==> src/rtl/axi_master_pkg.sv <==
// Shared types and constants for the core-to-AXI4 master port.
// Bus widths mirror the values in AXI_define.svh so every importer agrees on them.
package axi_master_pkg;

   localparam int AXI_ID_BITS   = 4;
   localparam int AXI_ADDR_BITS = 32;
   localparam int AXI_DATA_BITS = 32;
   localparam int AXI_STRB_BITS = 4;
   localparam int AXI_LEN_BITS  = 4;
   localparam int AXI_SIZE_BITS = 3;

   localparam logic [1:0] BURST_INCR  = 2'b01;
   localparam logic [1:0] RESP_OKAY   = 2'b00;
   localparam logic [1:0] RESP_SLVERR = 2'b10;

   typedef enum logic [2:0] {
      S_IDLE = 3'd0,
      S_AR   = 3'd1,
      S_R    = 3'd2,
      S_AW   = 3'd3,
      S_W    = 3'd4,
      S_B    = 3'd5,
      S_RESP = 3'd6
   } state_e;

   typedef struct packed {
      logic                     write;
      logic [AXI_ADDR_BITS-1:0] addr;
      logic [AXI_LEN_BITS-1:0]  len;
      logic [AXI_SIZE_BITS-1:0] size;
   } req_t;

endpackage

==> src/rtl/axi_master_if.sv <==
// Core request port to AXI4 master: one outstanding INCR burst (1..16 beats), read or write,
// each closed by a single OKAY/SLVERR status back to the core.
module axi_master_if
   import axi_master_pkg::*;
#(
   parameter logic [AXI_ID_BITS-1:0] MASTER_ID = 4'd0
) (
   input  logic                     ACLK,
   input  logic                     ARESET,
   input  logic                     req_valid,
   output logic                     req_ready,
   input  logic                     req_write,
   input  logic [AXI_ADDR_BITS-1:0] req_addr,
   input  logic [AXI_LEN_BITS-1:0]  req_len,
   input  logic [AXI_SIZE_BITS-1:0] req_size,
   input  logic [AXI_DATA_BITS-1:0] wr_data,
   input  logic [AXI_STRB_BITS-1:0] wr_strb,
   input  logic                     wr_valid,
   output logic                     wr_ready,
   output logic [AXI_DATA_BITS-1:0] rd_data,
   output logic                     rd_last,
   output logic                     rd_valid,
   input  logic                     rd_ready,
   output logic                     resp_valid,
   output logic [1:0]               resp_code,
   input  logic                     resp_ready,
   output logic [AXI_ID_BITS-1:0]   AWID,
   output logic [AXI_ADDR_BITS-1:0] AWADDR,
   output logic [AXI_LEN_BITS-1:0]  AWLEN,
   output logic [AXI_SIZE_BITS-1:0] AWSIZE,
   output logic [1:0]               AWBURST,
   output logic                     AWVALID,
   input  logic                     AWREADY,
   output logic [AXI_DATA_BITS-1:0] WDATA,
   output logic [AXI_STRB_BITS-1:0] WSTRB,
   output logic                     WLAST,
   output logic                     WVALID,
   input  logic                     WREADY,
   input  logic [AXI_ID_BITS-1:0]   BID,
   input  logic [1:0]               BRESP,
   input  logic                     BVALID,
   output logic                     BREADY,
   output logic [AXI_ID_BITS-1:0]   ARID,
   output logic [AXI_ADDR_BITS-1:0] ARADDR,
   output logic [AXI_LEN_BITS-1:0]  ARLEN,
   output logic [AXI_SIZE_BITS-1:0] ARSIZE,
   output logic [1:0]               ARBURST,
   output logic                     ARVALID,
   input  logic                     ARREADY,
   input  logic [AXI_ID_BITS-1:0]   RID,
   input  logic [AXI_DATA_BITS-1:0] RDATA,
   input  logic [1:0]               RRESP,
   input  logic                     RLAST,
   input  logic                     RVALID,
   output logic                     RREADY
);

   state_e                  state_q;
   req_t                    req_q;
   logic [AXI_LEN_BITS-1:0] cnt_q;
   logic                    err_q;

   logic ax_vld, ar_vld, aw_vld, in_r, in_w, in_b, in_resp;
   logic r_hs, w_hs, at_len, r_err_d, b_err_d;

   assign ax_vld  = (state_q == S_AR) || (state_q == S_AW);
   assign ar_vld  = ax_vld && !req_q.write;
   assign aw_vld  = ax_vld &&  req_q.write;
   assign in_r    = (state_q == S_R);
   assign in_w    = (state_q == S_W);
   assign in_b    = (state_q == S_B);
   assign in_resp = (state_q == S_RESP);

   assign at_len = (cnt_q == req_q.len);
   assign r_hs   = in_r && RVALID && rd_ready;
   assign w_hs   = in_w && wr_valid && WREADY;
   // A beat is bad if the slave's RLAST and our own beat count disagree in either direction.
   assign r_err_d = (RRESP != RESP_OKAY) || (RID != MASTER_ID) || (RLAST != at_len);
   assign b_err_d = (BRESP != RESP_OKAY) || (BID != MASTER_ID);

   always_ff @(posedge ACLK or posedge ARESET) begin
      if (ARESET) begin
         state_q <= S_IDLE;
         req_q   <= '0;
         cnt_q   <= '0;
         err_q   <= 1'b0;
      end else begin
         case (state_q)
            S_IDLE: if (req_valid) begin
               req_q   <= '{write: req_write, addr: req_addr, len: req_len, size: req_size};
               cnt_q   <= '0;
               err_q   <= 1'b0;
               state_q <= req_write ? S_AW : S_AR;
            end
            S_AR: if (ARREADY) state_q <= S_R;
            S_R: if (r_hs) begin
               cnt_q <= cnt_q + 1'b1;
               if (r_err_d) err_q <= 1'b1;
               if (at_len || RLAST) state_q <= S_RESP;
            end
            S_AW: if (AWREADY) state_q <= S_W;
            S_W: if (w_hs) begin
               cnt_q <= cnt_q + 1'b1;
               if (at_len) state_q <= S_B;
            end
            S_B: if (BVALID) begin
               if (b_err_d) err_q <= 1'b1;
               state_q <= S_RESP;
            end
            S_RESP: if (resp_ready) state_q <= S_IDLE;
            default: state_q <= S_IDLE;
         endcase
      end
   end

   assign req_ready  = (state_q == S_IDLE);
   assign resp_valid = in_resp;
   assign resp_code  = (in_resp && err_q) ? RESP_SLVERR : RESP_OKAY;

   assign ARVALID = ar_vld;
   assign ARID    = ar_vld ? MASTER_ID : '0;
   assign ARADDR  = req_q.addr;
   assign ARLEN   = req_q.len;
   assign ARSIZE  = req_q.size;
   assign ARBURST = ar_vld ? BURST_INCR : 2'b00;

   assign AWVALID = aw_vld;
   assign AWID    = aw_vld ? MASTER_ID : '0;
   assign AWADDR  = req_q.addr;
   assign AWLEN   = req_q.len;
   assign AWSIZE  = req_q.size;
   assign AWBURST = aw_vld ? BURST_INCR : 2'b00;

   // Data channels pass straight through, but only while their phase is active.
   assign RREADY   = in_r && rd_ready;
   assign rd_valid = in_r && RVALID;
   assign rd_data  = in_r ? RDATA : '0;
   assign rd_last  = in_r && RLAST;

   assign WVALID   = in_w && wr_valid;
   assign wr_ready = in_w && WREADY;
   assign WDATA    = in_w ? wr_data : '0;
   assign WSTRB    = in_w ? wr_strb : '0;
   assign WLAST    = in_w && at_len;

   assign BREADY = in_b;

endmodule

==> config.mk <==
export PLATFORM = sky130hd
export DESIGN_NAME = axi_master_if
export DESIGN_NICKNAME = d
export VERILOG_FILES = /design/src/rtl/axi_master_pkg.sv /design/src/rtl/axi_master_if.sv
export SDC_FILE = /design/constraint.sdc
export NUM_CORES = 1
export LEC_CHECK = 0
export ABC_AREA = 0
export BUFFER_PORTS_ARGS = -buffer_cell sky130_fd_sc_hd__clkbuf_2
export CAP_MARGIN = 20
export CORE_AREA = 2 2 117 119
export CTS_BUF_LIST = sky130_fd_sc_hd__clkbuf_8
export CTS_CLUSTER_SIZE = 40
export DETAILED_ROUTE_END_ITERATION = 7
export DIE_AREA = 0 0 119 121
export SLEW_MARGIN = 10
export SYNTH_ARGS = -nofsm -noshare
export SYNTH_HDL_FRONTEND = slang
export SYNTH_SLANG_ARGS = --single-unit
==> constraint.sdc <==
create_clock -name ACLK -period 1.7 [get_ports ACLK]
set_input_delay 0.085 -clock ACLK [delete_from_list [all_inputs] [get_ports ACLK]]
set_output_delay 0.085 -clock ACLK [all_outputs]
set_load 0.005 [all_outputs]
==> summary.txt <==
Timing
  • Min Tclk post-route: 1.838 ns
  • Peak Freq: 544.0 MHz
  • Worst-Margin Slew: 0.5785 ns
  • Max Slew Vio Count: 0
  • # setup viols final: 75
  • Final Hold Violating Endpoints: 0
  • RSZ-0062 raised after global routing: true
  • Min Hold Slack: 0.01343 ns
  • Max_slew headroom: 0.6138
  • Fin crit share: 1.081
  • Setup ws final: -0.1383 ns
  • Final setup skew: 0.01389 ns

Placement
  • Area of placed instances: 4512 um2
  • HPWL after DPL: 7.829 mm
  • Pre-CTS WS: -0.1387 ns
  • PortBufs: 291
  • RePlAce Congestion: 0.7833

Floorplanning
  • Initial Util: 0.2554
  • Row Count: 42
  • Io pins: 303
  • Die X: 119 um
  • Die Span Y: 121 um
  • Core area: 13090 um2
  • Die footprint: 14400 um2

GRT
  • Vias in the first global route: 3033
  • Initial antenna violation count: 0
  • Largest net degree at the start of global routing: 40
  • Total track usage: 0.1280
  • First-pass GRT wire length: 14.67 mm
  • Total congestion overflow: 0

Routing
  • Post-route DRC violation count: 0
  • Starting DRT DRC Count: 71
  • DR vias: 3324
  • First-pass iteration count of the detailed router: 4
  • Drt via density: 4.171
  • Wire length per cell: 14.71 um
  • Antenna-violating nets left: 0
  • Final wirelength: 11.72 mm

Power
  • Max VDD drop: 0.5849 mV
  • Pwr dens: 1492 nW/um2
  • NetSw: 3161 uW
  • Clock power share: 0.082
  • Register share of total power: 0.243
  • Net Sw Frac: 0.3531
  • P_leak: 0.003145 uW
  • Overall Power: 8953 uW
  • Comb power frac: 0.675
  • P_int: 5792 uW

Logic synthesis
  • Top_reg_cell synth: dfrtp_1
  • Yosys cell types: 38
  • Post-synth top area cell: dfrtp_1
  • Cells after synthesis: 338
  • Async SR Flop Fraction: 1.000
  • Post-synth EDFFs: 0
  • Area contributors post-synth: dfrtp_1, buf_4, mux2_1
  • Synth top cells by count: buf_4, and2_1, dfrtp_1
  • Synth top area share: 0.3594
  • Cell with the most instances after synthesis: buf_4
  • Seq cells post-synth: 48
  • Register area share after synthesis: 0.3594
  • Yosys warns: 0
  • Synthesized area: 3342 um2
  • Syn Area/Cell: 9.887 um2

Run
  • Max cap viols: 0

Worst setup path
  • Delay-heaviest family, CP: flip-flops
  • CP max FO: 2
  • Worst reg2reg setup slack: -0.14 ns
  • WS Path Type: register to register
  • Worst Path Buf+Inv: 1
  • Worst path required time: 1.90 ns
  • Slowest cell on crit path: dfrtp_1
  • CP peak stage delay: 0.40 ns
  • Critical Path Source Type: register
  • CP Capture Type: register
  • Crit-path cells: xnor2_1 > nand4_1 > ha_2 > inv_1 > mux2i_1 > a21o_1 > a21oi_2 > mux2_4
  • Worst EP arrival: 2.04 ns

Clocking
  • CTS tree: yes
  • Clk slew on worst S/H paths: 0.10 ns
  • CTS root buf: clkbuf_8
  • Total CTS buffers: 5
  • Clock sinks: 48
  • Clk_lat worst skew: 0.30 ns
  • Clock buffer depth: 2
  • # H-tree levels: 2

Finish
  • P&R area growth vs syn: 79.52%
  • Final Core Density: 0.4585
  • Layout cells sized above 1: 0.7021
  • Fin area: 6000 um2
  • Filler Cells Inserted: 1195
  • Final #Nets: 754
  • # diodes: 0

Run status
  • Failing checks: negative setup slack
  • Status: finished with violations

Min path
  • Worst Hold Class: input port to register
sequential cells by signal, indices dropped and copies added, names as in the netlist:
name and flops:
err_q 1, ARADDR 32, req_q 1, ARLEN 4, state_q 3, cnt_q 4, ARSIZE 3
worst paths after layout:
kind,from,to,cells after the start
max in group asynchronous,ARESET,ARADDR[20],4
min in group asynchronous,ARESET,ARADDR[2],3
hold reg to reg,ARADDR[26],ARADDR[26],1
setup / recovery,cnt_q[3],state_q[0],8
hold / removal,req_addr[27],ARADDR[27],2
setup reg to reg,cnt_q[3],state_q[0],8
repair_timing:
action,CTS,global route
endpoints found under the setup margin,77,79
setup buffers,2,9
hold buffers,37,0
pin swaps,4,78
gates resized for setup,4,206
hold endpoints to repair,62,0
cloned,0,12
worst reg2reg max path, cell delays in order (launching register included):
cell     delay [ns]
dfrtp_1        0.40
xnor2_1        0.18
nand4_1        0.17
ha_2           0.22
inv_1          0.04
mux2i_1        0.07
a21o_1         0.17
a21oi_2        0.17
mux2_4         0.32
layout make-up:
type	count	area [um2]	area share
clock buffer	6	82.58	0.01376
clock inverter	2	13.76	0.002294
inverter	8	30.03	0.005005
multi-input combinational	185	1617	0.2694
sequential	48	1205	0.2008
tap	176	220.2	0.03670
timing repair buffer	372	2831	0.4720
cell usage in the layout, fill, tap and decap left out, types with 3 or more instances in the layout:
cell / Yosys / routed
dfrtp_1: 48 / 45
inv_2: 3 / 4
mux2_1: 42 / 40
and2_1: 74 / 3
a21oi_1: 5 / 5
clkbuf_2: 0 / 225
and2_4: 0 / 71
nor2_1: 7 / 7
buf_6: 0 / 67
conb_1: 1 / 11
buf_4: 96 / 22
nand2_1: 3 / 3
nor3_1: 4 / 3
clkbuf_16: 0 / 7
buf_12: 0 / 8
inv_1: 5 / 4
xnor2_1: 5 / 5
clkbuf_8: 0 / 6
dfrtp_2: 0 / 3
dlygate4sd3_1: 0 / 37
buf_8: 0 / 5
stage by stage:
step,cells,setup TNS [ns]
detailed placement,730,-0.2032
floorplan,348,-0.02244
global route,797,-8.325
CTS,776,-6.820
global placement,730,-0.09346
finish,797,-3.425
power by group through the flow:
stage	clock [uW]	combinational, uW	sequential (uW)
after floorplan	0	3220	2070
after global placement	0	4020	2140
after detailed placement	0	4060	2190
after CTS	787	4200	2170
after global routing	825	6490	2250
final	735	6040	2180
per-layer routing:
layer | global-route usage | wire (um)
met4 | 0.04241 | 159
met1 | 0.1378 | 4118
met2 | 0.2464 | 6689
met3 | 0.02773 | 756
met5 | 0 | 0
cells by family (layout without fill, tap and decap cells):
kind of cell | Yosys count | in the layout | synth area share
compound gates | 19 | 19 | 0.04119
fa+ha+maj | 2 | 2 | 0.007487
buf+inv | 115 | 388 | 0.2389
other cells | 1 | 11 | 0.001122
simple gates | 104 | 104 | 0.1909
flops | 48 | 48 | 0.3594
xor+xnor | 5 | 5 | 0.01310
mux | 44 | 44 | 0.1479
Note: power is estimated with default switching activity, not from simulation.
